[config.mk]
export PLATFORM = sky130hd
export DESIGN_NAME = video_pattern_gen
export DESIGN_NICKNAME = d
export VERILOG_FILES = /design/src/rtl/video_pattern_gen.sv
export SDC_FILE = /design/constraint.sdc
export NUM_CORES = 1
export LEC_CHECK = 0
export ABC_AREA = 1
export CAP_MARGIN = 20
export CORE_ASPECT_RATIO = 0.9
export CORE_UTILIZATION = 45
export CTS_BUF_LIST = sky130_fd_sc_hd__clkbuf_4 sky130_fd_sc_hd__clkbuf_8
export CTS_CLUSTER_SIZE = 10
export DETAILED_ROUTE_END_ITERATION = 16
export GPL_ROUTABILITY_DRIVEN = 0
export PLACE_DENSITY_LB_ADDON = 0.3
export SLEW_MARGIN = 5
export SYNTH_ARGS = -nofsm -noshare
export SYNTH_HDL_FRONTEND = slang
export SYNTH_SLANG_ARGS = --single-unit
[constraint.sdc]
create_clock -name clk -period 6.4 [get_ports clk]
set_input_delay 0.96 -clock clk [delete_from_list [all_inputs] [get_ports clk]]
set_output_delay 0.96 -clock clk [all_outputs]
set_load 0.01 [all_outputs]
[src/rtl/video_pattern_gen.sv]
// Test-pattern generator: maps sync-core pixel coordinates to an RGB colour through a
// two-stage pipeline, with frame-synchronous double-buffered configuration and horizontal scroll.
module video_pattern_gen #(
    parameter int COLOR_W    = 4,
    parameter int H_DISPLAY  = 640,
    parameter int V_DISPLAY  = 480,
    parameter int GRAY_SHIFT = 5,
    parameter int PRIM_SHIFT = 6,
    parameter int RB_SHIFT   = 7,
    parameter int CHK_SHIFT  = 5,
    parameter int SCROLL_DIV = 1,
    parameter int H_SIZE     = 11,
    parameter int V_SIZE     = 10
) (
    input  logic                   clk,
    input  logic                   rst,
    input  logic [H_SIZE-1:0]      hc,
    input  logic [V_SIZE-1:0]      vc,
    input  logic                   cfg_wr,
    input  logic [2:0]             cfg_mode,
    input  logic [3*COLOR_W-1:0]   cfg_color,
    input  logic                   cfg_scroll_en,
    input  logic [H_SIZE-1:0]      cfg_step,
    output logic                   cfg_pending,
    output logic [3*COLOR_W-1:0]   rgb
);

    localparam int CW3   = 3 * COLOR_W;
    localparam int DIV_W = (SCROLL_DIV > 1) ? $clog2(SCROLL_DIV) : 1;

    localparam logic [H_SIZE:0]   H_DISP_W = (H_SIZE+1)'(H_DISPLAY);
    localparam logic [V_SIZE-1:0] V_DISP_W = V_SIZE'(V_DISPLAY);
    localparam logic [V_SIZE-1:0] V_BAND1  = V_SIZE'(V_DISPLAY / 3);
    localparam logic [V_SIZE-1:0] V_BAND2  = V_SIZE'(2 * (V_DISPLAY / 3));
    localparam logic [DIV_W-1:0]  DIV_LAST = DIV_W'(SCROLL_DIV - 1);

    function automatic logic [CW3-1:0] rainbow_px(input logic [2:0] seg,
                                                   input logic [COLOR_W-1:0] ramp);
        logic [COLOR_W-1:0] up, dn, on, zr;
        up = ramp;
        dn = ~ramp;
        on = '1;
        zr = '0;
        case (seg)
            3'd0:    rainbow_px = {on, up, zr};
            3'd1:    rainbow_px = {dn, on, zr};
            3'd2:    rainbow_px = {zr, on, up};
            3'd3:    rainbow_px = {zr, dn, on};
            3'd4:    rainbow_px = {up, zr, on};
            3'd5:    rainbow_px = {on, zr, dn};
            default: rainbow_px = {on, on, on};
        endcase
    endfunction

    function automatic logic [CW3-1:0] pixel_color(input logic [2:0]         mode,
                                                    input logic [CW3-1:0]     color,
                                                    input logic [COLOR_W-1:0] gray,
                                                    input logic [2:0]         prim,
                                                    input logic [2:0]         seg,
                                                    input logic [COLOR_W-1:0] ramp,
                                                    input logic               chk,
                                                    input logic [1:0]         band);
        logic [CW3-1:0] gray_c, prim_c, rb_c;
        gray_c = {gray, gray, gray};
        prim_c = {{COLOR_W{prim[2]}}, {COLOR_W{prim[1]}}, {COLOR_W{prim[0]}}};
        rb_c   = rainbow_px(seg, ramp);
        case (mode)
            3'd0: begin
                case (band)
                    2'd0:    pixel_color = gray_c;
                    2'd1:    pixel_color = prim_c;
                    default: pixel_color = rb_c;
                endcase
            end
            3'd1:    pixel_color = gray_c;
            3'd2:    pixel_color = prim_c;
            3'd3:    pixel_color = rb_c;
            3'd4:    pixel_color = chk ? '1 : '0;
            3'd5:    pixel_color = color;
            default: pixel_color = '0;
        endcase
    endfunction

    logic [2:0]         mode_s, mode_a, mode_n;
    logic [CW3-1:0]     color_s, color_a, color_n;
    logic               scroll_en_s, scroll_en_a, scroll_en_n;
    logic [H_SIZE-1:0]  step_s, step_a, step_n;
    logic [H_SIZE-1:0]  x_off, x_off_n;
    logic [DIV_W-1:0]   div_cnt, div_n;
    logic               pending_n;
    logic               fs, apply;
    logic [H_SIZE:0]    off_sum, off_wrap, x_sum, x_wrap;
    logic               blank;

    logic [H_SIZE-1:0]  x_p1;
    logic [V_SIZE-1:0]  vc_p1;
    logic               vld_p1;
    logic [2:0]         mode_p1;
    logic [CW3-1:0]     color_p1;

    // Frame-start apply of shadow config, scroll offset update and effective column
    always_comb begin
        fs          = (hc == '0) && (vc == '0);
        apply       = fs && cfg_pending;
        mode_n      = apply ? mode_s      : mode_a;
        color_n     = apply ? color_s     : color_a;
        scroll_en_n = apply ? scroll_en_s : scroll_en_a;
        step_n      = apply ? step_s      : step_a;
        pending_n   = cfg_wr ? 1'b1 : (apply ? 1'b0 : cfg_pending);

        off_sum  = {1'b0, x_off} + {1'b0, step_n};
        off_wrap = (off_sum >= H_DISP_W) ? off_sum - H_DISP_W : off_sum;
        x_off_n  = x_off;
        div_n    = div_cnt;
        if (fs) begin
            if (!scroll_en_n) begin
                x_off_n = '0;
                div_n   = '0;
            end else if (div_cnt == DIV_LAST) begin
                div_n   = '0;
                x_off_n = off_wrap[H_SIZE-1:0];
            end else begin
                div_n   = div_cnt + 1'b1;
            end
        end

        x_sum  = {1'b0, hc} + {1'b0, x_off_n};
        x_wrap = (x_sum >= H_DISP_W) ? x_sum - H_DISP_W : x_sum;
        blank  = ({1'b0, hc} >= H_DISP_W) || (vc >= V_DISP_W);
    end

    always_ff @(posedge clk) begin
        if (rst) begin
            cfg_pending <= 1'b0;
            mode_s      <= '0;
            color_s     <= '0;
            scroll_en_s <= 1'b0;
            step_s      <= '0;
            mode_a      <= '0;
            color_a     <= '0;
            scroll_en_a <= 1'b0;
            step_a      <= '0;
            x_off       <= '0;
            div_cnt     <= '0;
        end else begin
            if (cfg_wr) begin
                mode_s      <= cfg_mode;
                color_s     <= cfg_color;
                scroll_en_s <= cfg_scroll_en;
                step_s      <= cfg_step;
            end
            cfg_pending <= pending_n;
            mode_a      <= mode_n;
            color_a     <= color_n;
            scroll_en_a <= scroll_en_n;
            step_a      <= step_n;
            x_off       <= x_off_n;
            div_cnt     <= div_n;
        end
    end

    // Stage 1: effective column, row, visibility and config snapshot
    always_ff @(posedge clk) begin
        if (rst) begin
            x_p1     <= '0;
            vc_p1    <= '0;
            vld_p1   <= 1'b0;
            mode_p1  <= '0;
            color_p1 <= '0;
        end else begin
            x_p1     <= x_wrap[H_SIZE-1:0];
            vc_p1    <= vc;
            vld_p1   <= !blank;
            mode_p1  <= mode_n;
            color_p1 <= color_n;
        end
    end

    logic [COLOR_W-1:0] gray_lvl, rb_ramp;
    logic [2:0]         prim_idx, rb_seg;
    logic               chk_bit;
    logic [1:0]         band;

    always_comb begin
        gray_lvl = x_p1[GRAY_SHIFT+COLOR_W-1:GRAY_SHIFT];
        prim_idx = x_p1[PRIM_SHIFT+2:PRIM_SHIFT];
        rb_seg   = x_p1[RB_SHIFT+2:RB_SHIFT];
        rb_ramp  = x_p1[RB_SHIFT-1:RB_SHIFT-COLOR_W];
        chk_bit  = x_p1[CHK_SHIFT] ^ vc_p1[CHK_SHIFT];
        if (vc_p1 < V_BAND1)      band = 2'd0;
        else if (vc_p1 < V_BAND2) band = 2'd1;
        else                      band = 2'd2;
    end

    // Stage 2: colour function
    always_ff @(posedge clk) begin
        if (rst) begin
            rgb <= '0;
        end else begin
            rgb <= vld_p1 ? pixel_color(mode_p1, color_p1, gray_lvl, prim_idx,
                                        rb_seg, rb_ramp, chk_bit, band) : '0;
        end
    end

endmodule
==> impl_results.md, run 1 <==
- Status: completed
- RSZ-0062 raised after global routing: false
- Crit path largest cell delay: 0.45 ns
- Vias in the first global route: 4400
- Post-CTS Repair Setup Buffers: 0
- Worst hold slack: 0.459 ns
- PD cells: 191 nW/um^2
- VDD IR max: 0.129 mV
- Ys flop type: dfxtp_1
- Most instantiated library cell after synthesis: nand2_1
- Post-route cell area: 6020 sq um
- WP data required: 6.65 ns
- Total routed wirelength: 12.5 mm
- CTS tree: done
- Fillers: 1048
- I/O Buffers: 63
- Fin. max-slew vios: 0
- Crit-path slowest cell: clkdlybuf4s50_1
- Via count: 4914
- Initial antenna violation count: 0
- Most used cell, CP: nand2_1
- Maximum root-to-sink buffer count: 2
- Synth unique cells: 39
- CTS resizes: 0
- CTS Buf Count: 9
- Clk slew on worst S/H paths: 0.08 ns
- Vias/cell: 5.09
- CP max FO: 22
- Leak Pwr: 2.75 nW
- Min-delay src: color_p1[8]$_SDFFE_PP0N_
- Cts hold-fix bufs: 0
- Total track usage: 22.0%
- Post-DRT Antenna Nets: 0
- Final period utilization: 89.3%
- Cell count after synthesis: 757
- Max Clock Skew: 0.00702 ns
- 1st-iter DRT viols: 306
- Hold/Removal Path Class: reg -> reg
- IO Pins: 64
- Die Wd: 114 microns
- Synth cell count leaders: nand2_1 (163), inv_1 (106), nor2_1 (105)
- FMAX: 0.175 GHz
- Num rows: 36
- Crit path DAT: 5.96 ns
- Clk root buf: clkbuf_8
- First-pass GRT wire length: 20.3 mm
- Max_cap viols: 0
- Total core area: 10900 sq um
- Layout Nets: 885
- Period minus WS final: 5.71 ns
- Worst setup EP type: flip-flop
- Syn-to-layout area delta: 18.9%
- Global route overflow: 0
- Yosys top cell area share: 36.0%
- Ys async rst share: 0%
- Total negative setup slack: 0 ns
- DR WL/cell: 13.0 microns
- Avg Inst Size Synth: 6.69 sq um
- Placed inst area: 5810 sq um
- Hold EP: color_p1[8]$_SDFFE_PP0N_
- Setup CP Type: in -> reg
- Synth area leaders: dfxtp_1 (36%), nand2_1 (12%), inv_1 (7.9%), nor2_1 (7.8%), o21ai_0 (6.5%)
- Share of cells above drive strength 1: 4.06%
- Placed wire-length estimate: 9.63 mm
- Yosys top cell by area: dfxtp_1
- Critical Path Start: hc[9]
- Yosys reg bits: 91
- Post-synth EDFFs: 0
- Residual DRC: 0
- Worst skew pair latency: 0.36 ns
- Initial Util: 46.5%
- Drt pass-1 iters: 5
- Syn Nets: 833
- Reg2reg path depth: 29
- Antenna Diode Count: 0
- Die area: 11700 sq um
- Final setup viols: 0
- Netlist Area Pre-Place: 5060 sq um
- R2r setup slk: 2.00 ns
- CP Launch Type: input port
- Worst-Margin Slew: 1.07 ns
- Largest net degree at the start of global routing: 49
- TritonCTS Sinks: 91
- H-tree Lvls: 3
- RR Endpoint: x_p1[9]$_SDFF_PP0_
- Worst slew margin: 28.8%
- Critical R2R Launch: cfg_pending$_SDFFE_PP0P_
- Yosys warning count: 0
- WHS Path Cells: 2
- Final Hold Fails: 0
- Post-synthesis sequential area ratio: 36.0%
- Die H: 103 microns
==> final cells by class <==
type	count	area (sq um)	area share (%)
Inverter	107	402	6.67
Clock inverter	5	77.6	1.29
Timing Repair Buffer	66	653	10.8
Clock buffer	10	138	2.29
Multi-Input combinational cell	534	2740	45.5
Sequential cell	91	1820	30.2
Tap cell	152	190	3.16
==> placed cells by master (no fill, tap or decap), types with 3 or more instances in the layout <==
master / instances
nand3_1: 31
a211oi_1: 6
clkdlybuf4s50_1: 63
a22oi_1: 5
dfxtp_1: 91
a21oi_1: 59
o211ai_1: 10
clkbuf_8: 10
nand2_1: 163
o21ai_0: 66
xnor2_1: 4
a2111oi_0: 5
ha_1: 23
nor2_1: 105
or2_2: 3
o21ai_1: 8
xor2_1: 3
nor3_1: 8
a31oi_1: 8
inv_1: 106
nor3_2: 3
buf_4: 3
nand4_1: 4
==> where the power goes <==
part           internal, mW  leakage [nW]  switching [mW]
combinational        0.0602          1.90          0.0751
clock                 0.227         0.108           0.192
sequential            0.584         0.744          0.0120
==> routing by layer <==
layer	routed length, microns	track usage (%)
met4	189	6.39
met5	0	0
met2	5790	37.0
met1	5950	28.9
met3	564	4.47
==> through the flow <==
stage                     util, %  setup WS (ns)  power [mW]  cells
final                        55.3          0.688        1.15    965
after global routing         55.3          0.194        1.20    965
after CTS                    55.3          0.745        1.16    965
after detailed placement     53.3          0.374       0.741    950
after global placement       53.3          0.655       0.738    950
after floorplan                 -           1.37       0.683    757
==> cell families after synthesis <==
group | share of synthesized area, %
AO/OA/AOI/OAI | 19.2
flip-flops | 36.0
buffers and inverters | 9.91
XOR/XNOR | 1.21
adder cells (fa/ha/maj) | 6.47
AND/OR/NAND/NOR | 27.3
==> critical path: cells and delay by family <==
family / cells / cell delay, ns
adders and majority gates: 3 / 0.91
AOI/OAI and AO/OA: 3 / 0.53
buffers and inverters: 5 / 0.76
and+or+nand+nor: 23 / 2.79
==> flip-flops by register name, summed over array words and instances (netlist names) <==
register	cells
scroll_en_s	1
rgb	12
mode_p1	3
x_p1	7
scroll_en_a	1
step_s	11
vc_p1	5
step_a	11
cfg_pending	1
color_p1	12
color_s	12
vld_p1	1
mode_s	3
x_off	11
==> worst max path at each step <==
stage,end,cells past startpoint
after floorplan,x_p1[9]$_SDFF_PP0_,34
after CTS,x_p1[9]$_SDFF_PP0_,34
after global routing,x_p1[9]$_SDFF_PP0_,33
after global placement,x_p1[9]$_SDFF_PP0_,34
final,x_p1[9]$_SDFF_PP0_,34
after detailed placement,x_p1[9]$_SDFF_PP0_,34
Power figures use the tool's default switching activity.
==> run 2, diff against run 1 <==
--- a/config.mk
+++ b/config.mk
@@ -9,7 +9,7 @@
 export CAP_MARGIN = 20
 export CORE_ASPECT_RATIO = 0.9
 export CORE_UTILIZATION = 45
-export CTS_BUF_LIST = sky130_fd_sc_hd__clkbuf_4 sky130_fd_sc_hd__clkbuf_8
+export CTS_BUF_LIST = sky130_fd_sc_hd__clkbuf_4
 export CTS_CLUSTER_SIZE = 10
 export DETAILED_ROUTE_END_ITERATION = 16
 export GPL_ROUTABILITY_DRIVEN = 0
==> impl_results.md, run 2 (synthesized netlist as in run 1, its figures left out) <==
- DR WL/cell: 12.9 microns (-0.61%)
- Cts hold-fix bufs: 0 (unchanged)
- Total negative setup slack: 0 ns (unchanged)
- CP Launch Type: input port
- Biggest regs: color_p1 (12), color_s (12), rgb (12)
- H-tree Lvls: 3 (unchanged)
- Crit path DAT: 5.97 ns (about the same)
- Antenna Diode Count: 0 (unchanged)
- CTS resizes: 0 (unchanged)
- Final period utilization: 87.9% (-1.4 points)
- Max Clock Skew: 0.0112 ns (+0.00423 ns)
- Most common cell after layout, fill and taps aside: nand2_1
- IO Pins: 64 (unchanged)
- Most used cell, CP: nand2_1
- Hold/Removal Path Class: reg -> reg
- Maximum root-to-sink buffer count: 2 (unchanged)
- Clk slew on worst S/H paths: 0.13 ns (+0.05 ns)
- Crit-path slowest cell: clkdlybuf4s50_1
- Num rows: 36 (unchanged)
- Most frequent cells in the layout: nand2_1 (163), inv_1 (106), nor2_1 (105)
- Worst slew margin: 28.9% (+0.076 points)
- Initial Util: 46.5% (unchanged)
- Residual DRC: 0 (unchanged)
- Worst-Margin Slew: 1.07 ns (-0.00114 ns)
- Metal3 WL: 648 microns (+15%)
- Setup CP Type: in -> reg
- Max_cap viols: 0 (unchanged)
- Post-CTS Repair Setup Buffers: 0 (unchanged)
- Drt pass-1 iters: 7 (+2)
- Global route overflow: 0 (unchanged)
- FMAX: 0.178 GHz (+1.6%)
- Largest net degree at the start of global routing: 49 (unchanged)
- Syn-to-layout area delta: 17.6%
- Layout Nets: 885 (unchanged)
- Top sig layer: met4
- WP data required: 6.74 ns (+0.09 ns)
- Placed wire-length estimate: 9.63 mm (unchanged)
- Int Pwr: 0.798 mW (-8.3%)
- Post-DRT Antenna Nets: 0 (unchanged)
- Final setup viols: 0 (unchanged)
- WL met1: 5.82 mm (-2.2%)
- Clk root buf: clkbuf_4
- Status: completed
- Vias/cell: 5.12 (+0.55%)
- Total track usage: 22.0% (-0.038 points)
- CP max FO: 22 (unchanged)
- Die Wd: 114 microns (unchanged)
- Clock power share: 31.5% (-5.0 points)
- Net Switching: 0.270 mW (-3.4%)
- Sequential Power Share: 55.8% (+4.0 points)
- Final Hold Fails: 0 (unchanged)
- WL met2: 5.76 mm (-0.50%)
- Fin. max-slew vios: 0 (unchanged)
- Combinational share of power: 12.7% (+0.9 points)
- Total routed wirelength: 12.4 mm (-0.61%)
- Total core area: 10900 sq um (unchanged)
- Die H: 103 microns (unchanged)
- CTS Buf Count: 9 (unchanged)
- I/O Buffers: 63 (unchanged)
- TritonCTS Sinks: 91 (unchanged)
- Period minus WS final: 5.62 ns (-0.0882 ns)
- Initial antenna violation count: 0 (unchanged)
- Share of cells above drive strength 1: 3.94% (-0.12 points)
- Worst skew pair latency: 0.43 ns (+0.07 ns)
- Worst setup EP type: flip-flop
- PD cells: 179 nW/um^2 (-6.1%)
- Total power: 1.07 mW (-7.1%)
- Leak Pwr: 2.73 nW (-1.1%)
- Vias in the first global route: 4417 (+0.39%)
- 1st-iter DRT viols: 347 (+13%)
- VDD IR max: 0.0877 mV (-32%)
- RSZ-0062 raised after global routing: false
- Die area: 11700 sq um (unchanged)
- R2r setup slk: 1.98 ns (-0.02 ns)
- Crit path largest cell delay: 0.45 ns (about the same)
- Fillers: 1057 (+0.86%)
- Via count: 4941 (+0.55%)
- First-pass GRT wire length: 20.3 mm (unchanged)
- CTS tree: done
- Worst hold slack: 0.463 ns (+0.00383 ns)
- Net Sw Frac: 25.3% (+0.98 points)
-- run 2: cell types whose count changed in the layout (fill, tap and decap cells not counted) --
cell      delta
clkbuf_4     +9
clkinv_1     +1
clkbuf_8    -10
-- run 2: worst max-delay path: cells and delay by family --
family	cells	cell delay [ns]
AO/OA/AOI/OAI	3	0.53
adder cells (fa/ha/maj)	3	0.91
buffers and inverters	5	0.76
AND/OR/NAND/NOR	23	2.80
-- run 2: cell type report --
class	instances	area, sq um	area share [%]
Multi-Input combinational cell	534	2740	46.0
Inverter	107	402	6.74
Sequential cell	91	1820	30.6
Tap cell	152	190	3.19
Timing Repair Buffer	66	653	11.0
Clock inverter	6	81.3	1.37
Clock buffer	9	67.6	1.13
-- run 2: metrics by stage --
step,util [%],cells,cell area [sq um],worst slack (ns)
finish,54.6,965,5960,0.776
global route,54.6,965,5960,0.300
CTS,54.6,965,5960,0.845
detailed placement,53.3,950,5810,0.374
global placement,53.3,950,5810,0.655
floorplan,-,757,5060,1.37
-- run 2: path summary, 6_finish.rpt --
| check | depth (start not counted) | from | endpoint |
|---|---|---|---|
| setup / recovery | 34 | hc[9] | x_p1[9]$_SDFF_PP0_ |
| hold / removal | 2 | color_p1[8]$_SDFFE_PP0N_ | color_p1[8]$_SDFFE_PP0N_ |
| setup reg to reg | 29 | cfg_pending$_SDFFE_PP0P_ | x_p1[9]$_SDFF_PP0_ |
| hold reg to reg | 2 | color_p1[8]$_SDFFE_PP0N_ | color_p1[8]$_SDFFE_PP0N_ |
-- run 2: power by group through the flow --
stage | clock network [mW] | logic (mW) | registers [mW]
3_3_place_gp | 0 | 0.130 | 0.608
3_5_place_dp | 0 | 0.133 | 0.609
4_1_cts | 0.348 | 0.133 | 0.596
2_1_floorplan | 0 | 0.0801 | 0.603
5_1_grt | 0.371 | 0.151 | 0.599
6_report | 0.337 | 0.135 | 0.596
-- run 2: layer usage --
layer  track usage (%)  vias to the layer above
met5                 0                        -
met1              28.8                     2207
met4              5.89                        0
met3              4.47                       15
li1                  -                     2564
met2              37.3                      155
==> run 3, diff against run 2 <==
--- a/config.mk
+++ b/config.mk
@@ -9,7 +9,7 @@
 export CAP_MARGIN = 20
 export CORE_ASPECT_RATIO = 0.9
 export CORE_UTILIZATION = 45
-export CTS_BUF_LIST = sky130_fd_sc_hd__clkbuf_4
+export CTS_BUF_LIST = sky130_fd_sc_hd__clkbuf_16
 export CTS_CLUSTER_SIZE = 10
 export DETAILED_ROUTE_END_ITERATION = 16
 export GPL_ROUTABILITY_DRIVEN = 0
==> impl_results.md, run 3 (synthesized netlist as in run 1, its figures left out) <==
- First-pass GRT wire length: 20.5 mm (+0.89%)
- CP max FO: 22 (unchanged)
- RR Endpoint: x_p1[9]$_SDFF_PP0_
- DR WL/cell: 13.0 microns (+1.2%)
- Fillers: 1039 (-1.7%)
- Vias in the first global route: 4435 (+0.41%)
- Total track usage: 22.2% (+0.24 points)
- Post-CTS Repair Setup Buffers: 0 (unchanged)
- Critical Path Start: hc[9]
- Clk root buf: clkbuf_16
- TritonCTS Sinks: 91 (unchanged)
- Crit path largest cell delay: 0.45 ns (about the same)
- Critical R2R Launch: cfg_pending$_SDFFE_PP0P_
- Worst-Margin Slew: 1.06 ns (-0.00910 ns)
- Syn-to-layout area delta: 20.7%
- Num rows: 36 (unchanged)
- Maximum root-to-sink buffer count: 2 (unchanged)
- PD cells: 208 nW/um^2 (+16%)
- Placed wire-length estimate: 9.63 mm (unchanged)
- Status: completed
- Most common cell after layout, fill and taps aside: nand2_1
- Die Wd: 114 microns (unchanged)
- Antenna Diode Count: 0 (unchanged)
- Setup CP Type: in -> reg
- Cts hold-fix bufs: 0 (unchanged)
- Max Clock Skew: 0.00533 ns (-0.00591 ns)
- I/O Buffers: 63 (unchanged)
- CTS Buf Count: 9 (unchanged)
- IO Pins: 64 (unchanged)
- Fin. max-slew vios: 0 (unchanged)
- Final period utilization: 89.9% (+2.0 points)
- Crit-path slowest cell: clkdlybuf4s50_1
- CP Launch Type: input port
- CTS resizes: 0 (unchanged)
- Hold/Removal Path Class: reg -> reg
- Worst skew pair latency: 0.34 ns (-0.09 ns)
- Worst setup EP type: flip-flop
- Drt pass-1 iters: 5 (-2)
- Clk slew on worst S/H paths: 0.06 ns (-0.07 ns)
- Period minus WS final: 5.75 ns (+0.128 ns)
- FMAX: 0.174 GHz (-2.2%)
- Leak Pwr: 2.79 nW (+2.6%)
- Initial antenna violation count: 0 (unchanged)
- RSZ-0062 raised after global routing: false
- 1st-iter DRT viols: 342 (-1.4%)
- R2r setup slk: 1.99 ns (about the same)
- Via count: 4977 (+0.73%)
- Residual DRC: 0 (unchanged)
- WP data required: 6.63 ns (-0.11 ns)
- Total core area: 10900 sq um (unchanged)
- Final setup viols: 0 (unchanged)
- H-tree Lvls: 3 (unchanged)
- VDD IR max: 0.121 mV (+37%)
- Initial Util: 46.5% (unchanged)
- Largest net degree at the start of global routing: 49 (unchanged)
- Total negative setup slack: 0 ns (unchanged)
- Worst slew margin: 29.5% (+0.61 points)
- Layout Nets: 885 (unchanged)
- Post-DRT Antenna Nets: 0 (unchanged)
- Die area: 11700 sq um (unchanged)
- CP endpoint: x_p1[9]$_SDFF_PP0_
- Final core occ: 56.1% (+1.4 points)
- Final Hold Fails: 0 (unchanged)
- Max_cap viols: 0 (unchanged)
- Most used cell, CP: nand2_1
- Vias/cell: 5.16 (+0.73%)
- Worst hold slack: 0.454 ns (-0.00863 ns)
- Share of cells above drive strength 1: 3.94% (unchanged)
- Reg2reg path depth: 29 (unchanged)
- Biggest regs: color_p1 (12), color_s (12), rgb (12)
- Global route overflow: 0 (unchanged)
- Total routed wirelength: 12.6 mm (+1.2%)
- Crit path DAT: 5.98 ns (about the same)
- CTS tree: done
- Most frequent cells in the layout: nand2_1 (163), inv_1 (106), nor2_1 (105)
- Die H: 103 microns (unchanged)
## run 3: cell types whose count changed in the layout (fill, tap and decap cells not counted)
cell / delta
clkbuf_16: +9
clkbuf_4: -9
## run 3: metrics by stage
stage	cells	cell area, sq um	worst slack, ns	power [mW]
3_5_place_dp	950	5810	0.374	0.741
5_1_grt	965	6110	0.161	1.33
6_report	965	6110	0.648	1.27
4_1_cts	965	6110	0.716	1.29
2_1_floorplan	757	5060	1.37	0.683
3_3_place_gp	950	5810	0.655	0.738
## run 3: cell type report
class	instances	area (sq um)	share of cell area, %
flip-flops and latches	91	1820	29.8
well taps	152	190	3.11
clock buffers	9	225	3.68
repair buffers	66	653	10.7
inverters	107	402	6.57
clock inverters	6	81.3	1.33
multi-input cells	534	2740	44.8
## run 3: worst min path at each step
stage | from | end | slack, ns | cells after the start
6_report | color_p1[8]$_SDFFE_PP0N_ | color_p1[8]$_SDFFE_PP0N_ | 0.45 | 2
3_5_place_dp | color_p1[8]$_SDFFE_PP0N_ | color_p1[8]$_SDFFE_PP0N_ | 0.45 | 2
5_1_grt | color_p1[8]$_SDFFE_PP0N_ | color_p1[8]$_SDFFE_PP0N_ | 0.49 | 2
3_3_place_gp | color_p1[9]$_SDFFE_PP0N_ | color_p1[9]$_SDFFE_PP0N_ | 0.44 | 2
2_1_floorplan | color_p1[3]$_SDFFE_PP0N_ | color_p1[3]$_SDFFE_PP0N_ | 0.42 | 2
4_1_cts | color_p1[8]$_SDFFE_PP0N_ | color_p1[8]$_SDFFE_PP0N_ | 0.46 | 2
## run 3: power by group
part           internal [mW]  total, mW  switching, mW
Clock                  0.337      0.543          0.207
Sequential             0.584      0.596         0.0119
Combinational         0.0602      0.135         0.0748
Total                  0.981       1.27          0.293
## run 3: routing by layer
layer	track usage, %	share of wire, %	vias up
li1	-	-	2566
met1	28.8	47	2230
met2	37.4	46	160
met3	5.41	5.6	21
met4	5.89	1.7	0
met5	0	0	-
## run 3: worst max-delay path, delay by kind of cell
kind            cells  cell delay (ns)
compound gates      3             0.53
buf+inv             5             0.76
simple gates       23             2.80
fa+ha+maj           3             0.91
